File: config.mk
export PLATFORM = sky130hd
export DESIGN_NAME = gpio_led_sched_flat
export DESIGN_NICKNAME = d
export VERILOG_FILES = /design/src/rtl/gpio_led_sched_if.sv /design/src/rtl/gpio_led_sched.sv /design/src/flat_wrapper.sv
export SDC_FILE = /design/constraint.sdc
export NUM_CORES = 1
export LEC_CHECK = 0
export BUFFER_PORTS_ARGS = -buffer_cell sky130_fd_sc_hd__buf_2
export CORE_ASPECT_RATIO = 0.5
export CORE_MARGIN = 2
export CORE_UTILIZATION = 30
export DETAILED_ROUTE_END_ITERATION = 7
export GPL_TIMING_DRIVEN = 1
export SETUP_SLACK_MARGIN = 0.02
export SYNTH_ARGS = -nofsm -noshare
export SYNTH_HDL_FRONTEND = slang
export SYNTH_SLANG_ARGS = --single-unit
File: constraint.sdc
create_clock -name iSysClk -period 5.5 [get_ports iSysClk]
set_clock_uncertainty 0.05 [all_clocks]
set_input_delay 0.275 -clock iSysClk [delete_from_list [all_inputs] [get_ports iSysClk]]
set_output_delay 0.275 -clock iSysClk [all_outputs]
set_load 0.01 [all_outputs]
File: src/rtl/gpio_led_sched_if.sv
// Signal bundle between the LED requesters (master side) and gpio_led_sched (slave side).
interface gpio_led_sched_if #(
    parameter int pReqNum = 4
);
    logic                 iEnable;
    logic [pReqNum-1:0]   iReq;
    logic [pReqNum*8-1:0] iReqLed;
    logic [pReqNum*8-1:0] iReqDiv;
    logic [7:0]           iIdleLed;
    logic [7:0]           iIdleDiv;
    logic [pReqNum-1:0]   oGnt;
    logic [pReqNum-1:0]   oDone;
    logic                 oBusy;
    logic [7:0]           oGpioLed;
    logic [7:0]           oGpioDiv;

    modport master (
        output iEnable, iReq, iReqLed, iReqDiv, iIdleLed, iIdleDiv,
        input  oGnt, oDone, oBusy, oGpioLed, oGpioDiv
    );

    modport slave (
        input  iEnable, iReq, iReqLed, iReqDiv, iIdleLed, iIdleDiv,
        output oGnt, oDone, oBusy, oGpioLed, oGpioDiv
    );
endinterface

File: src/rtl/gpio_led_sched.sv
// Round-robin time-slice scheduler for the LED pattern / shift divider of the GPIO LED unit.
// Optional macro GPIO_SCHED_PRIO_EN: requester 0 pre-empts any other requester's HOLD.
//
// state   | meaning
// IDLE    | no grant, LED unit fed from idle values
// ARB     | pick first requester after the pointer, latch its data
// HOLD    | grant active for the hold window
// RELEASE | done pulse on the granted bit, pointer moves to it
module gpio_led_sched #(
    parameter int         pReqNum     = 4,
    parameter int         pHoldCntBit = 24,
    parameter int         pHoldCycles = 'd1000000,
    parameter logic [7:0] pDivReset   = 8'h10
) (
    input logic             iSysClk,
    input logic             iSysRst,
    gpio_led_sched_if.slave bus
);
    localparam int lIdxW = (pReqNum > 1) ? $clog2(pReqNum) : 1;
    localparam int lHold = (pHoldCycles < 1) ? 1 : pHoldCycles;
    localparam logic [pHoldCntBit-1:0] lHoldLast = pHoldCntBit'(lHold - 1);

    typedef enum logic [1:0] {sIdle, sArb, sHold, sRelease} tState;

    tState                  state, stateNext;
    logic [pReqNum-1:0]     gnt, gntNext, done, doneNext;
    logic                   busy;
    logic [7:0]             gpioLed, gpioLedNext, gpioDiv, gpioDivNext;
    logic [pHoldCntBit-1:0] holdCnt, holdCntNext;
    logic [lIdxW-1:0]       ptr, ptrNext, gntIdx, gntIdxNext;

    logic                   selFound;
    logic [lIdxW-1:0]       selIdx, cand, dataIdx;
    logic [pReqNum-1:0]     selOneHot;
    logic [7:0]             reqLed, reqDiv;
    logic                   holdEnd, extend, preempt, forceZero;

`ifdef GPIO_SCHED_PRIO_EN
    logic urgent;

    assign preempt   = (state == sHold) && bus.iReq[0] && (gntIdx != '0);
    assign forceZero = urgent && bus.iReq[0];

    // Remembers that the coming ARB is the urgent one, so it bypasses the pointer.
    always_ff @(posedge iSysClk or posedge iSysRst) begin
        if (iSysRst)                            urgent <= 1'b0;
        else if (!bus.iEnable || state == sArb) urgent <= 1'b0;
        else if (preempt)                       urgent <= 1'b1;
    end
`else
    assign preempt   = 1'b0;
    assign forceZero = 1'b0;
`endif

    // Descending scan so the candidate closest after the pointer wins.
    always_comb begin
        selFound = 1'b0;
        selIdx   = '0;
        cand     = '0;
        for (int k = pReqNum; k >= 1; k--) begin
            cand = lIdxW'((int'(ptr) + k) % pReqNum);
            if (bus.iReq[cand]) begin
                selFound = 1'b1;
                selIdx   = cand;
            end
        end
        if (forceZero) begin
            selFound = 1'b1;
            selIdx   = '0;
        end
    end

    always_comb begin
        selOneHot         = '0;
        selOneHot[selIdx] = 1'b1;
    end

    assign dataIdx = (state == sArb) ? selIdx : gntIdx;
    assign reqLed  = bus.iReqLed[{dataIdx, 3'b000} +: 8];
    assign reqDiv  = bus.iReqDiv[{dataIdx, 3'b000} +: 8];
    assign holdEnd = (holdCnt == lHoldLast);
    assign extend  = bus.iReq[gntIdx] && ((bus.iReq & ~gnt) == '0);

    always_ff @(posedge iSysClk or posedge iSysRst) begin
        if (iSysRst) begin
            state   <= sIdle;
            gnt     <= '0;
            done    <= '0;
            busy    <= 1'b0;
            gpioLed <= 8'h00;
            gpioDiv <= pDivReset;
            holdCnt <= '0;
            ptr     <= lIdxW'(pReqNum - 1);
            gntIdx  <= '0;
        end else begin
            state   <= stateNext;
            gnt     <= gntNext;
            done    <= doneNext;
            busy    <= (stateNext != sIdle);
            gpioLed <= gpioLedNext;
            gpioDiv <= gpioDivNext;
            holdCnt <= holdCntNext;
            ptr     <= ptrNext;
            gntIdx  <= gntIdxNext;
        end
    end

    always_comb begin
        stateNext = state;
        if (!bus.iEnable) begin
            stateNext = sIdle;
        end else begin
            case (state)
                sIdle:    if (|bus.iReq) stateNext = sArb;
                sArb:     stateNext = selFound ? sHold : sIdle;
                sHold: begin
                    if (preempt)                stateNext = sArb;
                    else if (holdEnd && !extend) stateNext = sRelease;
                end
                sRelease: stateNext = (|bus.iReq) ? sArb : sIdle;
                default:  stateNext = sIdle;
            endcase
        end
    end

    always_comb begin
        gntNext     = gnt;
        doneNext    = '0;
        gpioLedNext = gpioLed;
        gpioDivNext = gpioDiv;
        holdCntNext = holdCnt;
        ptrNext     = ptr;
        gntIdxNext  = gntIdx;
        if (!bus.iEnable) begin
            gntNext     = '0;
            gpioLedNext = bus.iIdleLed;
            gpioDivNext = bus.iIdleDiv;
            holdCntNext = '0;
        end else begin
            case (state)
                sIdle: begin
                    gntNext     = '0;
                    gpioLedNext = bus.iIdleLed;
                    gpioDivNext = bus.iIdleDiv;
                end
                sArb: begin
                    if (selFound) begin
                        gntNext     = selOneHot;
                        gntIdxNext  = selIdx;
                        gpioLedNext = reqLed;
                        gpioDivNext = reqDiv;
                        holdCntNext = '0;
                    end else begin
                        gntNext     = '0;
                        gpioLedNext = bus.iIdleLed;
                        gpioDivNext = bus.iIdleDiv;
                    end
                end
                sHold: begin
                    if (preempt) begin
                        gntNext     = '0;
                        holdCntNext = '0;
                    end else if (holdEnd) begin
                        if (extend) begin
                            holdCntNext = '0;
                            gpioLedNext = reqLed;
                            gpioDivNext = reqDiv;
                        end else begin
                            gntNext  = '0;
                            doneNext = gnt;
                            ptrNext  = gntIdx;
                        end
                    end else begin
                        holdCntNext = holdCnt + pHoldCntBit'(1);
                    end
                end
                default: gntNext = '0;
            endcase
        end
    end

    assign bus.oGnt     = gnt;
    assign bus.oDone    = done;
    assign bus.oBusy    = busy;
    assign bus.oGpioLed = gpioLed;
    assign bus.oGpioDiv = gpioDiv;
endmodule

File: src/flat_wrapper.sv
// flat-port wrapper written by rule: the top's interface ports become plain ports
module gpio_led_sched_flat 
#(
    parameter int         pReqNum     = 4,
    parameter int         pHoldCntBit = 24,
    parameter int         pHoldCycles = 'd1000000,
    parameter logic [7:0] pDivReset   = 8'h10
)
  (iSysClk, iSysRst, bus_iEnable, bus_iReq, bus_iReqLed, bus_iReqDiv, bus_iIdleLed, bus_iIdleDiv, bus_oGnt, bus_oDone, bus_oBusy, bus_oGpioLed, bus_oGpioDiv);
  gpio_led_sched_if #(.pReqNum(pReqNum)) bus_i ();
  input logic iSysClk;
  input logic iSysRst;
  input wire logic [$bits(bus_i.iEnable)-1:0] bus_iEnable;
  input wire logic [$bits(bus_i.iReq)-1:0] bus_iReq;
  input wire logic [$bits(bus_i.iReqLed)-1:0] bus_iReqLed;
  input wire logic [$bits(bus_i.iReqDiv)-1:0] bus_iReqDiv;
  input wire logic [$bits(bus_i.iIdleLed)-1:0] bus_iIdleLed;
  input wire logic [$bits(bus_i.iIdleDiv)-1:0] bus_iIdleDiv;
  output wire logic [$bits(bus_i.oGnt)-1:0] bus_oGnt;
  output wire logic [$bits(bus_i.oDone)-1:0] bus_oDone;
  output wire logic [$bits(bus_i.oBusy)-1:0] bus_oBusy;
  output wire logic [$bits(bus_i.oGpioLed)-1:0] bus_oGpioLed;
  output wire logic [$bits(bus_i.oGpioDiv)-1:0] bus_oGpioDiv;
  assign bus_i.iEnable = bus_iEnable;
  assign bus_i.iReq = bus_iReq;
  assign bus_i.iReqLed = bus_iReqLed;
  assign bus_i.iReqDiv = bus_iReqDiv;
  assign bus_i.iIdleLed = bus_iIdleLed;
  assign bus_i.iIdleDiv = bus_iIdleDiv;
  assign bus_oGnt = bus_i.oGnt;
  assign bus_oDone = bus_i.oDone;
  assign bus_oBusy = bus_i.oBusy;
  assign bus_oGpioLed = bus_i.oGpioLed;
  assign bus_oGpioDiv = bus_i.oGpioDiv;
  gpio_led_sched #(.pReqNum(pReqNum), .pHoldCntBit(pHoldCntBit), .pHoldCycles(pHoldCycles), .pDivReset(pDivReset)) u_core (.iSysClk(iSysClk), .iSysRst(iSysRst), .bus(bus_i));
endmodule
==> results by group <==
Power and ir drop
  • Static Leakage: 1.99 nW
  • Clk network pwr share: 21.5%
  • Combinational Power Share: 45.4%
  • Register share of total power: 33.2%
  • Worst VDD drop: 134 uV
  • PwrDens: 341 nW/um^2
  • Final Total Pwr: 1.57 mW
  • Switching Share: 39.8%
  • Psw: 625 uW
  • Pint: 944 uW

Setup path
  • Worst path required time: 5.64 ns
  • Reg2reg setup slack: 2.13 ns
  • CP max FO: 32
  • FF-to-FF path depth: 8
  • Reg2reg end: u_core.bus.oGpioDiv[5]$_DFFE_PP0P_
  • CP Launch Type: flop
  • Worst setup EP type: flop
  • Kind of critical path: flop to flop
  • Reg-to-Reg Start: u_core.state[1]$_DFF_PP0_
  • Critical Path AT: 3.51 ns

Placed design
  • Port bufs: 111
  • Number of instances in the placed design: 690
  • Gp weighted congestion: 0.808
  • Post-DP HPWL: 7760 um

Timing
  • Max-Slew Margin vs Limit: 34.5%
  • Final setup TNS: 0 ns
  • Peak Freq: 297 MHz
  • Worst-Margin Slew: 0.983 ns
  • Final hold vios: 0
  • Final-report setup violation count: 0
  • Max-slew violation count: 0
  • RSZ-0062 raised after global routing: no
  • Final period util: 61.3%
  • Final hold slack: 0.119 ns
  • Min Tclk post-route: 3.37 ns

Clock network
  • Clock slew at reported path FFs: 0.08 ns
  • CTS Hold Bufs: 0
  • # clock sinks: 55
  • TritonCTS clock tree: done
  • CTS HTree Levels: 2
  • Post-cts resize count: 0
  • Setup Buffers After CTS: 0
  • CTS Buf Count: 5
  • Worst skew pair latency: 0.30 ns
  • Deepest clock path buffer count: 2
  • Root Buffer: clkbuf_16

Final layout
  • Multi-input logic area: 2230 sq um
  • Area grow syn2layout: 21.9%
  • Share of layout cells above drive strength 1: 26.3%
  • Fillers: 1271
  • Reg area: 1380 sq um
  • Fin util: 38.2%
  • NumNets Final: 625
  • ANT cells: 0
  • Non-Filler Instances: 698

Die
  • I/O pins: 112
  • Core area: 12100 sq um
  • Die width: 163 um
  • Site Rows: 28
  • Die Y: 83.3 um
  • Total Die Area: 13500 sq um
  • Initial Utilization: 31.3%

Global routing
  • Largest net degree at the start of global routing: 56
  • Vias in the first global route: 3685
  • GRT Total Usage: 17.0%
  • GR Overflow Total: 0
  • Initial antenna violation count: 0
  • First-pass GRT wire length: 18700 um

Synth
  • Cell variety after synth: 52
  • Synthesized net count: 527
  • Sequential fraction of the synthesis area: 36.6%
  • Top post-synthesis cells by area: dfrtp_1 34%, nand2_1 8.6%, a221oi_1 7.0%
  • #FFs+latches synth: 55
  • Ys flop type: dfrtp_1
  • Most common cell in the netlist: nand2_1
  • Post-synth EDFFs: 0
  • Mapped Area: 3770 sq um
  • Avg Inst Size Synth: 8.69 sq um
  • Post-synth top area share: 34.5%
  • Synth top cells by count: 86 x nand2_1, 52 x dfrtp_1, 35 x nor2_1
  • Top cell type by total area after synthesis: dfrtp_1
  • Synth Warn #: 0
  • Asr flop ratio synth: 100%
  • Synthesized instance count: 434

Route
  • Number of DRC markers in iteration 0: 283
  • Detailed-route DRC error count: 0
  • Drt wl/cell: 15.9 um
  • DR vias/cell: 5.18
  • Pre-Repair DR Iteration Count: 5
  • Routed via count: 3616
  • Final ANT Viol Nets: 0
  • Final wirelength: 11100 um

Min path
  • Path type of the worst min-delay path: input pin to async pin

Job
  • Number of max-cap violations: 0

Outcome
  • Outcome: finished clean
==> routing by layer <==
layer  share of wire, %  track usage, %  vias to the layer above
met4                1.2            4.75                        0
li1                   -               -                     1769
met1                 47            23.1                     1729
met5                  0               0                        -
met3                5.2            3.10                       12
met2                 46            27.7                      106
==> stage by stage <==
stage	cell area [sq um]	worst slack, ns
2_1_floorplan	3770	3.00
3_3_place_gp	4450	2.30
3_5_place_dp	4450	2.20
4_1_cts	4600	2.18
5_1_grt	4600	1.78
6_report	4600	2.13
==> logic make-up after synthesis <==
group           synth area share (%)
compound gates                  22.2
flops                           36.6
xor+xnor                        4.18
mux                             6.20
buf+inv                         4.41
fa+ha+maj                       1.99
simple gates                    24.4
==> worst max path at each step <==
| stage | startpoint | endpoint | slack (ns) | depth (start not counted) |
|---|---|---|---|---|
| 6_report | u_core.state[1]$_DFF_PP0_ | u_core.bus.oGpioDiv[5]$_DFFE_PP0P_ | 2.13 | 8 |
| 5_1_grt | u_core.state[1]$_DFF_PP0_ | u_core.bus.oGpioLed[1]$_DFFE_PP0P_ | 1.78 | 8 |
| 4_1_cts | u_core.state[1]$_DFF_PP0_ | u_core.bus.oGpioLed[3]$_DFFE_PP0P_ | 2.18 | 8 |
| 3_5_place_dp | u_core.state[1]$_DFF_PP0_ | u_core.bus.oGpioDiv[5]$_DFFE_PP0P_ | 2.20 | 8 |
| 3_3_place_gp | u_core.state[1]$_DFF_PP0_ | u_core.bus.oGpioDiv[5]$_DFFE_PP0P_ | 2.30 | 8 |
| 2_1_floorplan | u_core.holdCnt[10]$_DFFE_PP0P_ | u_core.bus.oGpioLed[7]$_DFFE_PP0P_ | 3.00 | 7 |
==> registers in the layout, indices dropped and copies added (netlist names), 2 cells and up <==
| name | count |
|---|---|
| u_core.bus.oDone | 4 |
| u_core.bus.oGpioDiv | 8 |
| u_core.ptr | 2 |
| u_core.holdCnt | 24 |
| u_core.gntIdx | 2 |
| u_core.bus.oGpioLed | 8 |
| u_core.bus.oGnt | 4 |
| u_core.state | 2 |
==> cell type report <==
| class | count | area share (%) |
|---|---|---|
| Clock buffer | 5 | 2.72 |
| Clock inverter | 3 | 0.517 |
| Inverter | 12 | 0.979 |
| Multi-Input combinational cell | 343 | 48.6 |
| Sequential cell | 55 | 30.0 |
| Tap cell | 165 | 4.49 |
| Timing Repair Buffer | 115 | 12.7 |
==> worst max-delay path: stages (launching register included) <==
cell and delay [ns]:
dfrtp_1 0.42, inv_1 0.10, ha_1 0.81, inv_1 0.13, nand2_1 0.44, a21bo_2 0.56
a221oi_1 0.48, a221oi_1 0.10, a2bb2oi_1 0.16
==> placed cells by master, fill, tap and decap left out, types with 3 or more instances in the layout <==
cell	instances
nor2_1	35
o21ai_0	23
nand4_1	4
buf_4	4
nand3_1	11
nand2b_1	4
a221oi_1	30
a2bb2oi_1	15
inv_1	11
a21o_1	3
nor2b_1	5
nor4_1	4
ha_1	6
nor3_1	5
buf_2	111
o21ai_1	4
nand2_1	86
dfstp_2	3
mux2i_1	20
and3_1	4
dfrtp_1	52
a21oi_1	4
a31oi_1	3
and2_1	21
xor2_1	5
or4_1	4
a211oi_1	3
clkbuf_16	5
xnor2_1	13
==> power groups by stage <==
stage | Sequential (mW) | Clock (mW) | Combinational (mW)
floorplan | 0.548 | 0 | 0.488
global placement | 0.529 | 0 | 0.701
detailed placement | 0.530 | 0 | 0.711
CTS | 0.522 | 0.347 | 0.712
global route | 0.531 | 0.362 | 0.789
finish | 0.521 | 0.337 | 0.712
(Power assumes the default switching activity.)
